--- config.mk ---
export PLATFORM = sky130hd
export DESIGN_NAME = mole_scheduler
export DESIGN_NICKNAME = d
export VERILOG_FILES = /design/src/rtl/mole_pkg.sv /design/src/rtl/mole_tick_gen.sv /design/src/rtl/mole_scheduler.sv
export SDC_FILE = /design/constraint.sdc
export NUM_CORES = 1
export LEC_CHECK = 0
export ABC_AREA = 0
export CAP_MARGIN = 20
export CORE_AREA = 2 2 90 92
export DETAILED_ROUTE_END_ITERATION = 6
export DIE_AREA = 0 0 92 94
export PLACE_DENSITY = 0.81
export REMOVE_ABC_BUFFERS = 1
export SLEW_MARGIN = 10
export SYNTH_ARGS = -nofsm -noshare
export SYNTH_HDL_FRONTEND = slang
export SYNTH_SLANG_ARGS = --single-unit
--- constraint.sdc ---
create_clock -name clk -period 5 [get_ports clk]
set_input_delay 1 -clock clk [delete_from_list [all_inputs] [get_ports clk]]
set_output_delay 1 -clock clk [all_outputs]
set_load 0.02 [all_outputs]
--- src/rtl/mole_pkg.sv ---
// Shared encodings and helpers for the whack-a-mole game sequencer.
package mole_pkg;

  typedef enum logic [1:0] {
    GS_IDLE = 2'd0,
    GS_RUN  = 2'd1,
    GS_OVER = 2'd2
  } game_state_e;

  typedef enum logic {
    SUB_GAP = 1'b0,
    SUB_UP  = 1'b1
  } run_sub_e;

  localparam int          NUM_HOLES = 16;
  // Galois feedback for x^16 + x^14 + x^13 + x^11 (right-shifting form)
  localparam logic [15:0] LFSR_TAPS = 16'hB400;

  function automatic logic [15:0] lfsr_next(input logic [15:0] s);
    return {1'b0, s[15:1]} ^ (s[0] ? LFSR_TAPS : 16'h0000);
  endfunction

  // Never show the same hole twice in a row; 15 wraps to 0.
  function automatic logic [3:0] pick_hole(input logic [3:0] cand, input logic [3:0] prev);
    return (cand == prev) ? cand + 4'd1 : cand;
  endfunction

endpackage

--- src/rtl/mole_tick_gen.sv ---
// Game tick prescaler and ticks-per-second counter; strobes are combinational
// and only fire while enabled, a clear returns both counters to zero.
module mole_tick_gen #(
  parameter int TICK_DIV      = 742500,
  parameter int TICKS_PER_SEC = 100
) (
  input  logic clk,
  input  logic rst,
  input  logic clr_i,
  input  logic en_i,
  output logic tick_o,
  output logic sec_o
);

  localparam int PW = (TICK_DIV > 1) ? $clog2(TICK_DIV) : 1;
  localparam int SW = (TICKS_PER_SEC > 1) ? $clog2(TICKS_PER_SEC) : 1;
  localparam logic [PW-1:0] PRESC_MAX = PW'(TICK_DIV - 1);
  localparam logic [SW-1:0] TCNT_MAX  = SW'(TICKS_PER_SEC - 1);

  logic [PW-1:0] presc_q, presc_d;
  logic [SW-1:0] tcnt_q, tcnt_d;

  assign tick_o = en_i & (presc_q == PRESC_MAX);
  assign sec_o  = tick_o & (tcnt_q == TCNT_MAX);

  always_comb begin
    presc_d = presc_q;
    tcnt_d  = tcnt_q;
    if (clr_i) begin
      presc_d = '0;
      tcnt_d  = '0;
    end else if (en_i) begin
      presc_d = tick_o ? '0 : presc_q + PW'(1);
      if (tick_o) begin
        tcnt_d = sec_o ? '0 : tcnt_q + SW'(1);
      end
    end
  end

  always_ff @(posedge clk) begin
    if (rst) begin
      presc_q <= '0;
      tcnt_q  <= '0;
    end else begin
      presc_q <= presc_d;
      tcnt_q  <= tcnt_d;
    end
  end

endmodule

--- src/rtl/mole_scheduler.sv ---
// Whack-a-mole game sequencer: game flow, hole pick, mole timing, hit judging.
// Optional MOLE_SPEEDUP_EN shortens mole life as the score rises.
//
//   state    | meaning
//   IDLE     | waiting for first start edge after reset
//   RUN/GAP  | game running, no mole visible, counting gap ticks
//   RUN/UP   | game running, one mole visible, counting life ticks
//   OVER     | countdown expired, score frozen until next start edge
module mole_scheduler
  import mole_pkg::*;
#(
  parameter int          TICK_DIV        = 742500,
  parameter int          TICKS_PER_SEC   = 100,
  parameter int          GAME_SECONDS    = 60,
  parameter int          MOLE_LIFE_TICKS = 100,
  parameter int          GAP_TICKS       = 20,
`ifdef MOLE_SPEEDUP_EN
  parameter int          SPEEDUP_STEP    = 5,
  parameter int          MIN_LIFE_TICKS  = 30,
`endif
  parameter int          SCORE_W         = 8,
  parameter logic [15:0] LFSR_SEED       = 16'hACE1
) (
  input  logic               clk,
  input  logic               rst,
  input  logic               start,
  input  logic               key_en,
  input  logic [3:0]         key_index,
  output logic [15:0]        mole_mask,
  output logic [SCORE_W-1:0] score,
  output logic [7:0]         time_left,
  output logic [1:0]         game_state,
  output logic               hit_pulse,
  output logic               miss_pulse
);

`ifdef MOLE_SPEEDUP_EN
  localparam int LIFE_MAX = (MIN_LIFE_TICKS > MOLE_LIFE_TICKS) ? MIN_LIFE_TICKS : MOLE_LIFE_TICKS;
`else
  localparam int LIFE_MAX = MOLE_LIFE_TICKS;
`endif
  localparam int CNT_MAX = (LIFE_MAX > GAP_TICKS) ? LIFE_MAX : GAP_TICKS;
  localparam int CW      = $clog2(CNT_MAX + 1);
  localparam logic [CW-1:0] GAP_LOAD = CW'(GAP_TICKS);

  game_state_e        state_q, state_d;
  run_sub_e           sub_q, sub_d;
  logic [CW-1:0]      cnt_q, cnt_d;
  logic [3:0]         idx_q, idx_d;
  logic [15:0]        lfsr_q, lfsr_d;
  logic [SCORE_W-1:0] score_q, score_d;
  logic [7:0]         time_q, time_d;
  logic [15:0]        mask_q, mask_d;
  logic               hit_q, hit_d;
  logic               miss_q, miss_d;
  logic               start_q;

  logic               start_edge;
  logic               tick_clr;
  logic               tick;
  logic               sec;
  logic [3:0]         next_idx;
  logic [CW-1:0]      life_ticks;

  mole_tick_gen #(
    .TICK_DIV      (TICK_DIV),
    .TICKS_PER_SEC (TICKS_PER_SEC)
  ) u_tick (
    .clk    (clk),
    .rst    (rst),
    .clr_i  (tick_clr),
    .en_i   (state_q == GS_RUN),
    .tick_o (tick),
    .sec_o  (sec)
  );

`ifdef MOLE_SPEEDUP_EN
  int life_raw;
  // Sampled only on GAP->UP, so a hit during UP cannot change the running mole.
  always_comb begin
    life_raw   = MOLE_LIFE_TICKS - int'(score_q >> 2) * SPEEDUP_STEP;
    life_ticks = (life_raw < MIN_LIFE_TICKS) ? CW'(MIN_LIFE_TICKS) : CW'(life_raw);
  end
`else
  assign life_ticks = CW'(MOLE_LIFE_TICKS);
`endif

  assign start_edge = start & ~start_q;
  assign next_idx   = pick_hole(lfsr_q[3:0], idx_q);

  always_comb begin
    state_d  = state_q;
    sub_d    = sub_q;
    cnt_d    = cnt_q;
    idx_d    = idx_q;
    score_d  = score_q;
    time_d   = time_q;
    mask_d   = mask_q;
    hit_d    = 1'b0;
    miss_d   = 1'b0;
    tick_clr = 1'b0;
    lfsr_d   = lfsr_next(lfsr_q);

    unique case (state_q)
      GS_IDLE, GS_OVER: begin
        if (start_edge) begin
          state_d  = GS_RUN;
          sub_d    = SUB_GAP;
          cnt_d    = GAP_LOAD;
          score_d  = '0;
          time_d   = 8'(GAME_SECONDS);
          mask_d   = '0;
          tick_clr = 1'b1;
        end
      end

      GS_RUN: begin
        if (sub_q == SUB_UP) begin
          if (key_en && (key_index == idx_q)) begin
            hit_d   = 1'b1;
            score_d = (score_q == '1) ? score_q : score_q + SCORE_W'(1);
            mask_d  = '0;
            sub_d   = SUB_GAP;
            cnt_d   = GAP_LOAD;
          end else begin
            if (key_en) begin
              miss_d = 1'b1;
            end
            if (tick) begin
              if (cnt_q == CW'(1)) begin
                miss_d = 1'b1;
                mask_d = '0;
                sub_d  = SUB_GAP;
                cnt_d  = GAP_LOAD;
              end else begin
                cnt_d = cnt_q - CW'(1);
              end
            end
          end
        end else if (tick) begin
          if (cnt_q == CW'(1)) begin
            sub_d  = SUB_UP;
            idx_d  = next_idx;
            mask_d = 16'h0001 << next_idx;
            cnt_d  = life_ticks;
          end else begin
            cnt_d = cnt_q - CW'(1);
          end
        end

        // Countdown end overrides the mole but keeps any hit scored this cycle.
        if (sec) begin
          time_d = time_q - 8'd1;
          if (time_q == 8'd1) begin
            state_d = GS_OVER;
            sub_d   = SUB_GAP;
            mask_d  = '0;
            idx_d   = idx_q;
          end
        end
      end

      default: state_d = GS_IDLE;
    endcase
  end

  always_ff @(posedge clk) begin
    if (rst) begin
      state_q <= GS_IDLE;
      sub_q   <= SUB_GAP;
      cnt_q   <= '0;
      idx_q   <= '0;
      lfsr_q  <= LFSR_SEED;
      score_q <= '0;
      time_q  <= 8'(GAME_SECONDS);
      mask_q  <= '0;
      hit_q   <= 1'b0;
      miss_q  <= 1'b0;
      start_q <= 1'b0;
    end else begin
      state_q <= state_d;
      sub_q   <= sub_d;
      cnt_q   <= cnt_d;
      idx_q   <= idx_d;
      lfsr_q  <= lfsr_d;
      score_q <= score_d;
      time_q  <= time_d;
      mask_q  <= mask_d;
      hit_q   <= hit_d;
      miss_q  <= miss_d;
      start_q <= start;
    end
  end

  assign mole_mask  = mask_q;
  assign score      = score_q;
  assign time_left  = time_q;
  assign game_state = state_q;
  assign hit_pulse  = hit_q;
  assign miss_pulse = miss_q;

endmodule

* Word-level counts from Yosys, hierarchy flattened *
Index checks and enable logic that the tools add are counted.

word-level totals
  input bits = 8
  bits in registers = 92
  word-level logic and storage cells = 114

operators by class
  shifts and indexed selects = 1
  $add $sub $neg = 6
  reduce and logical (&&, ||, !) cells = 14
  bitwise gates (word level) = 7
  eq/ne operators = 18
  muxes and demuxes = 55

operators by type and width
  cell                                                                 number
  16-bit 2-to-1 mux                                                    10
  7-bit 2-to-1 mux                                                     8
  8-bit 2-to-1 mux                                                     6
  16-bit case mux with 2 select lines                                  1
  8-bit case mux with 2 select lines                                   2
  4-bit 2-to-1 mux                                                     6
  20-bit by 1-bit adder with 20-bit output (second input constant)     1
  20-bit == test (second input constant)                               1
  20-bit 2-to-1 mux                                                    1
  1-bit by 4-bit left shift with 16-bit output (first input constant)  1
  15-bit by 16-bit bitwise XOR with 16-bit output                      1
  1-bit 2-to-1 mux                                                     15
  2-bit inequality test (second input constant)                        7
  7-bit case mux with 2 select lines                                   1
  8-bit by 1-bit adder with 8-bit output (second input constant)       1
  4-bit == test                                                        2
  8-bit by 1-bit == test with 1-bit output (second input constant)     1
  8-bit == test (second input constant)                                1
  8-bit by 1-bit subtractor with 8-bit output (second input constant)  1
  7-bit by 1-bit adder with 7-bit output (second input constant)       1
  7-bit by 1-bit == test with 1-bit output (second input constant)     1
  7-bit == test (second input constant)                                1
  7-bit by 1-bit subtractor with 7-bit output (second input constant)  1
  2-bit 2-to-1 mux                                                     3
  18 further kinds                                                     27

* Longest topological paths before layout *
  depth in word-level cells = 9
  mapped depth = 9

* Hierarchy *
A second synthesis with hierarchy kept.

second synthesis, totals
  cells, all modules = 512
  area, all modules = 4,505.6 µm²

by module, submodules not included
  module          cells each  seq. area each (µm²)  instances  area an instance (µm²)
  mole_scheduler  345         1,301.2               1          3,091.7
  mole_tick_gen   167         540.5                 1          1,413.9

* Worst setup path before layout *
No wires, ideal clock.

  path kind = in2reg
  start = input key_index[1]
  end = register cnt_q[4]
  library setup time = 0.115 ns
  setup slack = 2.511 ns
  stages on the path = 6
  path buffers = 0
  arrival time = 2.373 ns
  cell sequence = xnor2_1 > nand3_1 > o31ai_1 > o21ai_1 > o21a_1 > o21ba_2

on the way
  word-level cells in the longest chain between the ends = 5
  elaborated cells on any way between the ends = 7

ends and longest elaborated chain
  what                                line                   RTL
  from (decl)                         mole_scheduler.sv:28   input logic [3:0] key_index,
  4-bit == test (*)                   mole_scheduler.sv:119  if (key_en && (key_index == idx_q)) begin
  1-bit logical AND (*)               mole_scheduler.sv:119
  7-bit 2-to-1 mux                    mole_scheduler.sv:119
  7-bit 2-to-1 mux                    mole_scheduler.sv:118  if (sub_q == SUB_UP) begin
  7-bit case mux with 2 select lines  mole_scheduler.sv:104  unique case (state_q)
  to (signal assigned)                mole_scheduler.sv:183  cnt_q <= cnt_d;
  to (decl)                           mole_scheduler.sv:48   logic [CW-1:0] cnt_q, cnt_d;

Mark *: on every way between the ends. The rest lies on a longest branch, timed or not.
A chain may end at the register's enable or synchronous reset.

* Worst setup path after layout *
  start = register lfsr_q[0]
  end = register mask_q[10], in the netlist mole_mask[10]

on the way
  word-level cells in the longest chain between the ends = 9
  elaborated cells on any way between the ends = 10

ends and longest elaborated chain
  what                                                                            line                   RTL
  from (decl)                                                                     mole_scheduler.sv:50   logic [15:0] lfsr_q, lfsr_d;
  from (signal assigned)                                                          mole_scheduler.sv:185  lfsr_q <= lfsr_d;
  4-bit by 1-bit adder with 4-bit output / 4-bit == test (equally long branches)  mole_pkg.sv:25         return (cand == prev) ? cand + 4'd1 : cand;
  4-bit 2-to-1 mux (*)                                                            mole_pkg.sv:25
  1-bit by 4-bit left shift with 16-bit output (*)                                mole_scheduler.sv:144  mask_d = 16'h0001 << next_idx;
  16-bit 2-to-1 mux (*)                                                           mole_scheduler.sv:141  if (cnt_q == CW'(1)) begin
  16-bit 2-to-1 mux (*)                                                           mole_scheduler.sv:140  end else if (tick) begin
  16-bit 2-to-1 mux (*)                                                           mole_scheduler.sv:118
  16-bit 2-to-1 mux                                                               mole_scheduler.sv:154  if (time_q == 8'd1) begin
  16-bit 2-to-1 mux (*)                                                           mole_scheduler.sv:152  if (sec) begin
  16-bit case mux with 2 select lines (*)                                         mole_scheduler.sv:104
  to (signal assigned)                                                            mole_scheduler.sv:188  mask_q <= mask_d;
  to (decl)                                                                       mole_scheduler.sv:53   logic [15:0] mask_q, mask_d;

Marks and branches as above.

==> impl_metrics.toml <==
[run_status]
outcome = "finished, final reports clean"

[yosys]
seq_area_frac_synth_pct = 40.9
synthTopCellsByArea = "dfxtp_1 41%, nor2_1 4.9%, xor2_1 4.7%"
synth_seq_cells = 92
synth-compound-area-share_pct = 15.0
synth_warnings = 0
synth-async-reset-ratio_pct = 0
ys.flop_type = "dfxtp_1"
post_synth.cell_area_avg_um2 = 8.59
ys_types = 70
synth_fa_ha_area_share_pct = 2.22
synthMuxAreaShare_pct = 0.888
synth-edff-count = 0
syn_inst = 525
synth_top_family_by_area = "simple AND/OR/NAND/NOR gates"
syn_area_um2 = 4510
yosysTopAreaCell = "dfxtp_1"
synth_simple_gate_area_share_pct = 29.4
ys_top_cells_by_count = "92 x dfxtp_1, 59 x nor2_1, 39 x nand2_1"
synth-xor-area-share_pct = 8.55
yosysMostFrequentCell = "dfxtp_1"
synth_top_area_share_pct = 40.9

[clock_tree]
holdBufCountCts = 0
post_cts.repair.setup_buffers = 0
cts-root-buf = "clkbuf_8"
h-tree-depth = 3
clkLatencyLatePin_ns = 0.37
cts.sink_count = 92
clock_path_buffers = 2
clk_pin_slew_ns = 0.08
post_cts_resize_count = 0
cts_made_buffers = 9
cts_tree = "done"

[timing]
fin_skew_ns = 0.00826
setup_viol = 0
rsz0062_at_grt = "no"
worst_slew_pin_slew_ns = 1.07
setup_tns_ns = 0
period_share_pct = 61.2
fmax_mhz = 327
finalMaxSlewViolations = 0
relSlewSlack_pct = 28.3
period_minus_slack_ns = 3.06
hold_violations = 0

[grt]
antenna_found_initial = 0
grt_pass1_wl_um = 17900
grt_max_degree = 41
overflow = 0
track_usage_pct = 25.8
first_global_vias = 3881

[placement]
port-buffer-count = 43
hpwlAfterDp_um = 7570
place.gp.congestion = 0.872

[pwr]
power_frac_seq_pct = 53.6
p_sw_w = 0.000356
power.leakage_nw = 1.75
clock_power_share_pct = 37.4
irDropWorstVdd_mv = 0.202
p_total_w = 0.00143
power_frac_comb_pct = 9.0
netSwitchingFraction_pct = 24.8
internal_power_w = 0.00108
powerDensity_nw_per_um2 = 274

[floorplan]
start_util_pct = 59.3
core_area_um2 = 7610
dieArea_um2 = 8650
die_w_um = 92
fp.dieH_um = 94
fp-row-count = 32
io_pins = 44

[drt]
antenna_left = 0
wl_per_cell_um = 15.9
via_per_inst = 5.98
drc = 0
firstDrtPassIters = 5
dr_total_vias = 4014
drt_iter0_drc = 291
drt_wl_total_um = 10700

[job]
maxCapViolations = 0

[finish]
antennaDiodeCount = 0
drive_gt1_share_pct = 8.96
synthToLayoutAreaGrowth_pct = 15.9
nNetsFinal = 581

[setup_path]
endpoint_kind = "flip-flop"
cp-start-kind = "flip-flop"
path_class = "reg -> reg"
reg2reg_slack_ns = 1.94
arrival_ns = 3.33
path_max_fanout = 18
worstPathRequired_ns = 5.27

[hold_path]
hold_path.class = "reg -> reg"
[power groups by stage]
stage | clock (W) | sequential [W] | combinational, W
3_3_place_gp | 0 | 0.000784 | 0.000123
6_report | 0.000537 | 0.000768 | 0.000129
3_5_place_dp | 0 | 0.000785 | 0.000127
2_1_floorplan | 0 | 0.000783 | 0.0000825
4_1_cts | 0.000538 | 0.000768 | 0.000128
5_1_grt | 0.000568 | 0.000771 | 0.000142
[final cells by class]
cell class | count | area (µm²)
multi-input combinational | 398 | 2530
fill | 636 | 2380
sequential | 92 | 1840
timing repair buffer | 47 | 460
clock buffer | 10 | 128
tap | 102 | 128
clock inverter | 5 | 77.6
inverter | 17 | 63.8
[metal layers]
metal,wire length (µm),share of wire (%),GRT usage [%],vias to the layer above
met5,0,0,0,-
met4,199,1.9,10.3,0
met3,532,5.0,4.25,18
met2,5260,49,44.9,147
met1,4680,44,32.0,1911
li1,-,-,-,1938
[sequential cells by signal (all words and copies together) (netlist names)]
register,flops
cnt_q,7
game_state,2
hit_pulse,1
idx_q,4
lfsr_q,16
miss_pulse,1
mole_mask,16
score,8
start_q,1
sub_q,1
time_left,8
u_tick.presc_q,20
u_tick.tcnt_q,7
[cells by family (layout without fill, tap and decap cells)]
family                   Yosys count  after routing
multiplexers                       4              4
AO/OA/AOI/OAI                    102            102
adder cells (fa/ha/maj)            8              8
flip-flops                        92             92
buffers and inverters             35             79
XOR/XNOR                          44             44
AND/OR/NAND/NOR                  240            240
[critical path: stages (launching register included)]
cell and delay, ns:
dfxtp_1 0.67, xnor2_1 0.18, nand4_1 0.58, or4_4 0.76, a211oi_4 0.35, o21ai_2 0.14
a2111oi_2 0.29
[stage by stage]
stage	std cells	util (%)	hold slack [ns]	instance area [µm²]	worst slack, ns
floorplan	507	-	0.389	4430	1.90
global placement	656	66.0	0.395	5020	1.85
detailed placement	656	66.0	0.400	5020	1.70
CTS	671	68.7	0.423	5230	1.93
global route	671	68.7	0.428	5230	1.66
finish	671	68.7	0.415	5230	1.94
[final timing paths]
path	startpoint	end	depth (start not counted)
hold / removal	lfsr_q[12]$_SDFF_PP0_	lfsr_q[11]$_SDFF_PP1_	1
setup / recovery	lfsr_q[0]$_SDFF_PP1_	mole_mask[10]$_SDFFE_PP0P_	6
hold reg to reg	lfsr_q[12]$_SDFF_PP0_	lfsr_q[11]$_SDFF_PP1_	1
setup reg to reg	lfsr_q[0]$_SDFF_PP1_	mole_mask[10]$_SDFFE_PP0P_	6
[layout by cell type (no fill, tap or decap), types with 10 or more instances in the layout]
cell,instances
nand3_1,20
or2_2,10
a21oi_1,32
inv_1,16
nor3_1,18
nor4_1,11
nor2b_1,15
o21ai_0,20
xnor2_1,20
clkdlybuf4s50_1,43
xor2_1,24
dfxtp_1,92
or3_1,14
nand2_1,39
nor2_1,59
Power figures use the tool's default switching activity.
